===== config.mk =====
export PLATFORM = sky130hd
export DESIGN_NAME = id_stage_pipelined
export DESIGN_NICKNAME = d
export VERILOG_FILES = /design/src/rtl/id_stage_pipelined.sv
export SDC_FILE = /design/constraint.sdc
export NUM_CORES = 2
export LEC_CHECK = 0
export CAP_MARGIN = 5
export CORE_MARGIN = 10
export CORE_UTILIZATION = 35
export CTS_CLUSTER_SIZE = 10
export DETAILED_ROUTE_END_ITERATION = 7
export PLACE_DENSITY = 0.52
export SLEW_MARGIN = 20
export SYNTH_ARGS = -nofsm -noshare
export SYNTH_HDL_FRONTEND = slang
export SYNTH_SLANG_ARGS = --single-unit
export TNS_END_PERCENT = 20

===== constraint.sdc =====
create_clock -name clk -period 3.2 [get_ports clk]
set_clock_uncertainty 0.2 [all_clocks]
set_input_delay 0.48 -clock clk [delete_from_list [all_inputs] [get_ports clk]]
set_output_delay 0.48 -clock clk [all_outputs]
set_load 0.1 [all_outputs]

===== src/rtl/id_stage_pipelined.sv =====
// Decode stage with integrated ID/EX pipeline register.
// Holds the condition check, control decode, a register file with
// write-through bypass, and stall/flush/freeze handling. Hazard source
// indices (src1/src2/two_src) stay combinational for the hazard unit.
module id_stage_pipelined #(
  parameter int DATA_W   = 32,
  parameter int NUM_REGS = 16
) (
  input  logic              clk,
  input  logic              rst,
  input  logic [31:0]       instr,
  input  logic [DATA_W-1:0] pc_in,
  input  logic              id_valid,
  input  logic              wb_en,
  input  logic [3:0]        wb_dest,
  input  logic [DATA_W-1:0] wb_result,
  input  logic              hazard,
  input  logic              flush,
  input  logic              freeze,
  input  logic [3:0]        sr,
  output logic [3:0]        src1,
  output logic [3:0]        src2,
  output logic              two_src,
  output logic              ex_valid,
  output logic              ex_wb_en,
  output logic              ex_mem_r,
  output logic              ex_mem_w,
  output logic              ex_branch,
  output logic              ex_s,
  output logic [3:0]        ex_cmd,
  output logic [DATA_W-1:0] ex_val_rn,
  output logic [DATA_W-1:0] ex_val_rm,
  output logic              ex_imm,
  output logic [11:0]       ex_shift,
  output logic [DATA_W-1:0] ex_simm,
  output logic [3:0]        ex_dest,
  output logic [3:0]        ex_src1,
  output logic [3:0]        ex_src2,
  output logic [DATA_W-1:0] ex_pc
);

  localparam logic [4:0] NUM_REGS_C = 5'(NUM_REGS);

  typedef struct packed {
    logic              valid;
    logic              wb_en;
    logic              mem_r;
    logic              mem_w;
    logic              branch;
    logic              s;
    logic [3:0]        cmd;
    logic [DATA_W-1:0] val_rn;
    logic [DATA_W-1:0] val_rm;
    logic              imm;
    logic [11:0]       shift;
    logic [DATA_W-1:0] simm;
    logic [3:0]        dest;
    logic [3:0]        src1;
    logic [3:0]        src2;
    logic [DATA_W-1:0] pc;
  } idex_t;

  // Condition evaluation against status flags {N,Z,C,V}.
  function automatic logic cond_check(input logic [3:0] c, input logic [3:0] f);
    logic n, z, cf, v;
    n  = f[3];
    z  = f[2];
    cf = f[1];
    v  = f[0];
    case (c)
      4'b0000: cond_check = z;
      4'b0001: cond_check = ~z;
      4'b0010: cond_check = cf;
      4'b0011: cond_check = ~cf;
      4'b0100: cond_check = n;
      4'b0101: cond_check = ~n;
      4'b0110: cond_check = v;
      4'b0111: cond_check = ~v;
      4'b1000: cond_check = cf & ~z;
      4'b1001: cond_check = ~cf | z;
      4'b1010: cond_check = (n == v);
      4'b1011: cond_check = (n != v);
      4'b1100: cond_check = ~z & (n == v);
      4'b1101: cond_check = z | (n != v);
      4'b1110: cond_check = 1'b1;
      default: cond_check = 1'b0;
    endcase
  endfunction

  // Instruction fields.
  logic [3:0]  cond_s;
  logic [1:0]  mode_s;
  logic        i_bit_s;
  logic [3:0]  opcode_s;
  logic        s_bit_s;
  logic [3:0]  rn_s;
  logic [3:0]  rd_s;
  logic [3:0]  rm_s;
  logic [11:0] shift_s;
  logic [23:0] imm24_s;

  assign cond_s   = instr[31:28];
  assign mode_s   = instr[27:26];
  assign i_bit_s  = instr[25];
  assign opcode_s = instr[24:21];
  assign s_bit_s  = instr[20];
  assign rn_s     = instr[19:16];
  assign rd_s     = instr[15:12];
  assign rm_s     = instr[3:0];
  assign shift_s  = instr[11:0];
  assign imm24_s  = instr[23:0];

  // Decoded controls.
  logic       ctl_wb_s;
  logic       ctl_mem_r_s;
  logic       ctl_mem_w_s;
  logic       ctl_branch_s;
  logic       ctl_s_s;
  logic [3:0] ctl_cmd_s;
  logic       is_store_s;
  logic       bubble_s;

  // Control decode from mode/opcode/S.
  always_comb begin
    ctl_wb_s     = 1'b0;
    ctl_mem_r_s  = 1'b0;
    ctl_mem_w_s  = 1'b0;
    ctl_branch_s = 1'b0;
    ctl_s_s      = 1'b0;
    ctl_cmd_s    = 4'b0000;
    case (mode_s)
      2'b00: begin
        case (opcode_s)
          4'b1101: begin ctl_cmd_s = 4'b0001; ctl_wb_s = 1'b1; ctl_s_s = s_bit_s; end
          4'b1111: begin ctl_cmd_s = 4'b1001; ctl_wb_s = 1'b1; ctl_s_s = s_bit_s; end
          4'b0100: begin ctl_cmd_s = 4'b0010; ctl_wb_s = 1'b1; ctl_s_s = s_bit_s; end
          4'b0101: begin ctl_cmd_s = 4'b0011; ctl_wb_s = 1'b1; ctl_s_s = s_bit_s; end
          4'b0010: begin ctl_cmd_s = 4'b0100; ctl_wb_s = 1'b1; ctl_s_s = s_bit_s; end
          4'b0110: begin ctl_cmd_s = 4'b0101; ctl_wb_s = 1'b1; ctl_s_s = s_bit_s; end
          4'b0000: begin ctl_cmd_s = 4'b0110; ctl_wb_s = 1'b1; ctl_s_s = s_bit_s; end
          4'b1100: begin ctl_cmd_s = 4'b0111; ctl_wb_s = 1'b1; ctl_s_s = s_bit_s; end
          4'b0001: begin ctl_cmd_s = 4'b1000; ctl_wb_s = 1'b1; ctl_s_s = s_bit_s; end
          4'b1010: begin ctl_cmd_s = 4'b0100; ctl_s_s = s_bit_s; end
          4'b1000: begin ctl_cmd_s = 4'b0110; ctl_s_s = s_bit_s; end
          default: begin ctl_cmd_s = 4'b0000; end
        endcase
      end
      2'b01: begin
        ctl_cmd_s = 4'b0010;
        if (s_bit_s) begin
          ctl_mem_r_s = 1'b1;
          ctl_wb_s    = 1'b1;
        end else begin
          ctl_mem_w_s = 1'b1;
        end
      end
      2'b10: begin
        ctl_branch_s = 1'b1;
      end
      default: begin
        ctl_cmd_s = 4'b0000;
      end
    endcase
  end

  assign is_store_s = (mode_s == 2'b01) && !s_bit_s;
  assign src1       = rn_s;
  assign src2       = is_store_s ? rd_s : rm_s;
  assign two_src    = ~i_bit_s | is_store_s;
  assign bubble_s   = ~id_valid | ~cond_check(cond_s, sr) | hazard;

  // Register file state; entries at or above NUM_REGS are never written.
  logic [DATA_W-1:0] rf_q [16];
  logic [DATA_W-1:0] rf_d [16];
  logic              wb_ok_s;
  logic [DATA_W-1:0] val_rn_s;
  logic [DATA_W-1:0] val_rm_s;

  assign wb_ok_s = wb_en && ({1'b0, wb_dest} < NUM_REGS_C);

  // Register file next state: single write port.
  always_comb begin
    rf_d = rf_q;
    if (wb_ok_s) begin
      rf_d[wb_dest] = wb_result;
    end else begin
      rf_d = rf_q;
    end
  end

  // Combinational reads with write-through bypass; out-of-range reads give 0.
  always_comb begin
    val_rn_s = '0;
    val_rm_s = '0;
    if ({1'b0, rn_s} >= NUM_REGS_C) begin
      val_rn_s = '0;
    end else if (wb_ok_s && (wb_dest == rn_s)) begin
      val_rn_s = wb_result;
    end else begin
      val_rn_s = rf_q[rn_s];
    end
    if ({1'b0, src2} >= NUM_REGS_C) begin
      val_rm_s = '0;
    end else if (wb_ok_s && (wb_dest == src2)) begin
      val_rm_s = wb_result;
    end else begin
      val_rm_s = rf_q[src2];
    end
  end

  // ID/EX register.
  idex_t idex_q;
  idex_t idex_d;
  idex_t fresh_s;
  idex_t bubble_ld_s;

  // ID/EX next state: flush > freeze > bubble > normal load.
  always_comb begin
    fresh_s        = '0;
    fresh_s.valid  = 1'b1;
    fresh_s.wb_en  = ctl_wb_s;
    fresh_s.mem_r  = ctl_mem_r_s;
    fresh_s.mem_w  = ctl_mem_w_s;
    fresh_s.branch = ctl_branch_s;
    fresh_s.s      = ctl_s_s;
    fresh_s.cmd    = ctl_cmd_s;
    fresh_s.val_rn = val_rn_s;
    fresh_s.val_rm = val_rm_s;
    fresh_s.imm    = i_bit_s;
    fresh_s.shift  = shift_s;
    fresh_s.simm   = DATA_W'($signed(imm24_s));
    fresh_s.dest   = rd_s;
    fresh_s.src1   = rn_s;
    fresh_s.src2   = src2;
    fresh_s.pc     = pc_in;

    bubble_ld_s        = fresh_s;
    bubble_ld_s.valid  = 1'b0;
    bubble_ld_s.wb_en  = 1'b0;
    bubble_ld_s.mem_r  = 1'b0;
    bubble_ld_s.mem_w  = 1'b0;
    bubble_ld_s.branch = 1'b0;
    bubble_ld_s.s      = 1'b0;
    bubble_ld_s.cmd    = 4'b0000;

    idex_d = idex_q;
    if (flush) begin
      idex_d = bubble_ld_s;
    end else if (freeze) begin
      idex_d = idex_q;
    end else if (bubble_s) begin
      idex_d = bubble_ld_s;
    end else begin
      idex_d = fresh_s;
    end
  end

  // State registers with synchronous reset overriding every other input.
  always_ff @(posedge clk) begin
    if (rst) begin
      idex_q <= '0;
      rf_q   <= '{default: '0};
    end else begin
      idex_q <= idex_d;
      rf_q   <= rf_d;
    end
  end

  assign ex_valid  = idex_q.valid;
  assign ex_wb_en  = idex_q.wb_en;
  assign ex_mem_r  = idex_q.mem_r;
  assign ex_mem_w  = idex_q.mem_w;
  assign ex_branch = idex_q.branch;
  assign ex_s      = idex_q.s;
  assign ex_cmd    = idex_q.cmd;
  assign ex_val_rn = idex_q.val_rn;
  assign ex_val_rm = idex_q.val_rm;
  assign ex_imm    = idex_q.imm;
  assign ex_shift  = idex_q.shift;
  assign ex_simm   = idex_q.simm;
  assign ex_dest   = idex_q.dest;
  assign ex_src1   = idex_q.src1;
  assign ex_src2   = idex_q.src2;
  assign ex_pc     = idex_q.pc;

endmodule


# After elaboration in Yosys (flattened, before gate mapping)
# Cells that the tools add are included.
[totals] input_bits=111 out_inout_bits=172 wordCells=124 register_bits=675
[classes] mux=27 eq_ne=31 reduce_logical=13 bitwise=17 n_lt_le_gt_ge=4
[op_table] operator="bitwise mux 512 bit" count=1
[op_table] operator="2-to-1 mux 153 bit" count=2
[op_table] operator="binary-select mux 32 bit (select 4 bit)" count=2
[op_table] operator="2-to-1 mux 32 bit" count=7
[op_table] operator="2-to-1 mux 163 bit" count=1
[op_table] operator="demux 32 bit (select 4 bit)" count=1
[op_table] operator="equality test 4 bit (second input constant)" count=12
[op_table] operator="one-hot mux 4 bit (9 select lines)" count=1
[op_table] operator="equality test 4 x 3 -> 1 bit (second input constant)" count=7
[op_table] operator="greater-or-equal comparator 5 bit (second input constant)" count=3
[op_table] operator="inverter 4 -> 5 bit" count=3
[op_table] operator="one-hot mux 1 bit (15 select lines)" count=1
[op_table] operator="equality test 4 x 2 -> 1 bit (second input constant)" count=3
[op_table] operator="OR reduction 11 bit" count=1
[op_table] operator="OR reduction 9 bit" count=1
[op_table] operator="equality test 4 x 1 -> 1 bit (second input constant)" count=2
[op_table] operator="equality test 4 bit" count=2
[op_table] operator="zero test 4 bit" count=2
[op_table] operator="2-to-1 mux 1 bit" count=8
[op_table] operator="one-hot mux 4 bit (2 select lines)" count=1
[op_table] operator="inverter 1 bit" count=7
[op_table] operator="OR reduction 2 bit" count=3
[op_table] operator="less-than comparator 5 x 1 -> 1 bit (second input constant)" count=1
[op_table] operator="bitwise OR 1 bit" count=5
[op_table] operator="11 further kinds" count=15

# Longest topological paths before layout
[depth] word_depth=11 ltp_mapped=12 depth_no_buf=7

# Worst setup path before layout
# Ideal clock, no wire load.
[synth_timing] kind="input to output" startpoint="input port instr[27]" endpoint="output port src2[3]" n_path_buf=5 stages=8 t_required_ps=2520 slack_ps=251 arrival_ps=2269 cell_sequence="buf_2 or3b_1 buf_4 mux2i_4 inv_1 clkbuf_1 buf_1 buf_4"
[synth_via] elab_chain_len=3
[synth_lines] element="from (decl)" line_no="11" source="input logic [31:0] instr,"
[synth_lines] element="equality test 2 x 1 -> 1 bit" line_no="166" source="assign is_store_s = (mode_s == 2'b01) && !s_bit_s;"
[synth_lines] element="logical AND 1 bit" line_no="166"
[synth_lines] element="2-to-1 mux 4 bit" line_no="168" source="assign src2 = is_store_s ? rd_s : rm_s;"
[synth_lines] element="to (decl)" line_no="22" source="output logic [3:0] src2,"
# Every way passes these cells.

# Worst setup path in the final report
[layout_timing] startpoint="input port instr[26]" endpoint="output port src2[3]"
# The elaborated chain is that of the path after synthesis.

==> impl_metrics.xml <==
<?xml version="1.0" encoding="UTF-8"?>
<metrics>
  <group name="power_and_ir_drop">
    <metric name="ir_worst_vdd" unit="V">0.000342</metric>
    <metric name="power_density" unit="nW/um^2">519</metric>
    <metric name="p_leak" unit="nW">13.0</metric>
  </group>
  <group name="placement">
    <metric name="pre_cts_slack" unit="ns">-0.329</metric>
    <metric name="gp_congestion" unit="">0.817</metric>
    <metric name="cell_area_after_placement" unit="sq um">36400</metric>
    <metric name="detailedPlacementHpwl" unit="um">83700</metric>
    <metric name="total_of_buffers_placed_on_input_and_output_ports" unit="">282</metric>
  </group>
  <group name="clock_network">
    <metric name="root_buffer" unit="">clkbuf_16</metric>
    <metric name="cts_setup_buffers" unit="">0</metric>
    <metric name="holdBufCountCts" unit="">0</metric>
    <metric name="cts.htree.levels" unit="">3</metric>
    <metric name="clock_sinks" unit="">647</metric>
    <metric name="clock_tree_from_tritoncts" unit="">done</metric>
    <metric name="cts_made_buffers" unit="">77</metric>
    <metric name="clock_path_buffers" unit="">3</metric>
    <metric name="clock_latency_on_the_worst_skew_pair" unit="ns">0.65</metric>
    <metric name="cts_clock_pin_slew_for_the_worst_setup_and_hold_paths" unit="ns">0.06</metric>
  </group>
  <group name="grt">
    <metric name="grt_first_pass_wirelength" unit="um">201000</metric>
    <metric name="grt_start_max_net_pins" unit="">173</metric>
    <metric name="number_of_antenna_violations_at_the_first_check_in_global_routing" unit="">4</metric>
    <metric name="grt.total_usage" unit="%">25.6</metric>
    <metric name="vias_in_the_first_global_route" unit="">28600</metric>
    <metric name="grt_overflow_total" unit="">0</metric>
  </group>
  <group name="layout">
    <metric name="design.final.nets" unit="">4305</metric>
    <metric name="finalInstanceArea" unit="sq um">38800</metric>
    <metric name="syn2layout_area_growth" unit="%">22.0</metric>
    <metric name="most_common_cell_after_layout_fill_and_taps_aside" unit="">nand2_1</metric>
    <metric name="drive_gt1_share" unit="%">16.7</metric>
    <metric name="final_cell_mix" unit="">1416 x nand2_1, 831 x a21oi_1, 647 x dfxtp_1, 310 x buf_4, 143 x mux4_2</metric>
    <metric name="post-route-util" unit="%">43.1</metric>
  </group>
  <group name="detailed_routing">
    <metric name="detail_route.vias_per_cell" unit="">5.79</metric>
    <metric name="antenna_left" unit="">0</metric>
    <metric name="detail_route.drc_violations" unit="">0</metric>
    <metric name="via_count" unit="">31300</metric>
    <metric name="first_pass_iters" unit="">6</metric>
    <metric name="initialDrtViolationCount" unit="">3677</metric>
    <metric name="routed_wire_per_std_cell" unit="um">25.7</metric>
    <metric name="routed_wl" unit="um">139000</metric>
  </group>
  <group name="min_path">
    <metric name="hold_path.startpoint" unit="">rst</metric>
    <metric name="timing.hold.worst.class" unit="">in -&gt; reg</metric>
  </group>
  <group name="worst_setup_path">
    <metric name="r2r_setup_slk" unit="ns">0.84</metric>
    <metric name="crit_end" unit="">src2[3]</metric>
    <metric name="crit_path_end_kind" unit="">output pin</metric>
    <metric name="r2r_cells" unit="">8</metric>
    <metric name="crit-reg2reg-launch" unit="">rf_q[194]$_SDFFE_PP0P_</metric>
    <metric name="worstReg2RegEnd" unit="">ex_val_rn[2]$_SDFFE_PP0P_</metric>
    <metric name="timing.critical_path.fanout_max" unit="">19</metric>
    <metric name="cp-start-kind" unit="">input pin</metric>
    <metric name="worstSetupPathType" unit="">in -&gt; out</metric>
    <metric name="startpoint" unit="">instr[26]</metric>
    <metric name="critical_path_data_arrival_time" unit="ns">2.44</metric>
    <metric name="critical_path_required" unit="ns">2.52</metric>
  </group>
  <group name="synth">
    <metric name="synthTopCellsByArea" unit="">dfxtp_1 41%, nand2_1 17%, a21oi_1 13%</metric>
    <metric name="synth_edf_count" unit="">0</metric>
    <metric name="post-synth-top-area-cell" unit="">dfxtp_1</metric>
    <metric name="synthesis.nets" unit="">4196</metric>
    <metric name="synth_cells" unit="">4085</metric>
    <metric name="netlist-cell-type-count" unit="">48</metric>
    <metric name="ys_async_sr_fraction" unit="%">0</metric>
    <metric name="yosys_warnings" unit="">0</metric>
    <metric name="synth-seq-cells" unit="">647</metric>
    <metric name="ys_seq_area_share" unit="%">40.8</metric>
    <metric name="synth_top_cell_area_share" unit="%">40.8</metric>
    <metric name="average_cell_area_after_synthesis" unit="sq um">7.78</metric>
    <metric name="netlist_area" unit="sq um">31800</metric>
    <metric name="ys.flop_type" unit="">dfxtp_1</metric>
  </group>
  <group name="floorplanning">
    <metric name="die_height" unit="um">321</metric>
    <metric name="rows" unit="">110</metric>
    <metric name="die_x_extent" unit="um">321</metric>
    <metric name="io_pins" unit="">283</metric>
    <metric name="die_area" unit="sq um">103000</metric>
    <metric name="coreArea" unit="sq um">90000</metric>
    <metric name="start_util" unit="%">35.3</metric>
  </group>
  <group name="sta">
    <metric name="layout_setup_ws" unit="ns">0.0752</metric>
    <metric name="rsz_0062_raised_after_global_routing" unit="">false</metric>
    <metric name="timing.final.setup_violations" unit="">0</metric>
    <metric name="maximum_frequency_from_static_timing_analysis" unit="MHz">320</metric>
    <metric name="finalCritPeriodShare" unit="%">97.6</metric>
    <metric name="period_needed" unit="ns">3.12</metric>
    <metric name="drv_slew" unit="">0</metric>
    <metric name="worst_pin_slew" unit="ns">0.982</metric>
    <metric name="max_slew_margin" unit="%">34.3</metric>
    <metric name="timing_hold_violations_final" unit="">0</metric>
  </group>
  <group name="status">
    <metric name="run_status" unit="">finished, final reports clean</metric>
  </group>
  <group name="flow_run">
    <metric name="cap_viol_max_count" unit="">0</metric>
  </group>
</metrics>
[final cells by class]
class	count	area (sq um)
Clock inverter	7	106
Tap cell	1176	1470
Clock buffer	100	2080
Inverter	7	43.8
Sequential cell	647	13000
Fill cell	8956	51300
Antenna cell	3	7.51
Multi-Input combinational cell	2966	17100
Timing Repair Buffer	495	5020
[timing repair]
item | CTS | global route
gates resized for setup | 5 | 4
endpoints found under the setup margin | 3 | 2
gates cloned | 3 | 2
[metal layers]
layer  up-vias  global-route usage, %  wire (um)
met5         -                      0         13
met1     15100                   35.6      59900
met3       237                   5.44      14000
li1      14300                      -          -
met2      1656                   39.1      61200
met4         2                   8.14       3850
[Yosys cell counts, types with 2 or more instances]
library cell / count
xnor2_1: 9
nor4_1: 2
o31ai_1: 3
inv_1: 5
nand2_1: 1428
o21ai_0: 41
or2_2: 2
o21ai_1: 2
dfxtp_1: 647
buf_6: 3
a221oi_1: 128
nor3_1: 24
nor2_1: 88
o221ai_2: 30
buf_2: 21
mux4_2: 143
clkbuf_1: 382
nand2b_1: 8
and2_1: 32
and3_1: 3
a31oi_1: 34
or3_1: 2
nor2b_1: 21
buf_1: 21
a21oi_1: 831
inv_2: 2
buf_4: 38
nand3_1: 7
xor2_1: 3
nor3b_1: 3
a211oi_1: 69
mux2i_1: 36
o221ai_1: 2
[power breakdown]
| part | switching (mW) | internal (mW) | total (mW) |
|---|---|---|---|
| Clock | 3.59 | 4.54 | 8.14 |
| Combinational | 2.56 | 1.00 | 3.56 |
| Sequential | 0.170 | 8.25 | 8.42 |
[per-stage QoR]
step / setup TNS (ns) / hold WS (ns) / total power [mW] / instances
2_1_floorplan: 0 / 0.246 / 10.8 / 4085
3_3_place_gp: -10.16 / 0.234 / 12.0 / 5287
3_5_place_dp: -9.95 / 0.237 / 12.1 / 5287
4_1_cts: -0.0277 / 0.0149 / 20.2 / 5396
5_1_grt: 0 / 0.0556 / 20.7 / 5398
6_report: 0 / 0.0484 / 20.1 / 5401
[registers in the layout, indices dropped and copies added (netlist names), 4 cells and up]
register and cells:
ex_pc 32, ex_val_rn 32, rf_q 512, ex_src2 4, ex_cmd 4, ex_shift 11, ex_simm 13, ex_val_rm 32
[logic make-up (layout without fill, tap and decap cells)]
group / after synthesis / in the layout / synth area share, %
other: 0 / 3 / 0
multiplexers: 182 / 182 / 11.4
AO/OA/AOI/OAI: 1145 / 1145 / 21.3
flip-flops: 647 / 647 / 40.8
buffers and inverters: 472 / 609 / 6.18
AND/OR/NAND/NOR: 1627 / 1627 / 20.0
XOR/XNOR: 12 / 12 / 0.331
[critical path, cell delays in order]
cell and delay (ns):
clkdlybuf4s50_1 0.48, or3b_4 0.41, buf_4 0.19, mux2i_4 0.20, buf_8 0.16, clkinv_4 0.09
buf_16 0.22, buf_12 0.20
[worst min path at each step]
stage | end | slack [ns] | cells after the start
after detailed placement | ex_valid$_SDFFE_PP0N_ | 0.24 | 2
after global routing | rf_q[329]$_SDFFE_PP0P_ | 0.06 | 2
after CTS | rf_q[329]$_SDFFE_PP0P_ | 0.01 | 2
after floorplan | rf_q[160]$_SDFFE_PP0P_ | 0.25 | 2
after global placement | ex_valid$_SDFFE_PP0N_ | 0.23 | 2
final | rf_q[329]$_SDFFE_PP0P_ | 0.05 | 2
No activity file was read; power rests on OpenSTA's default activity.
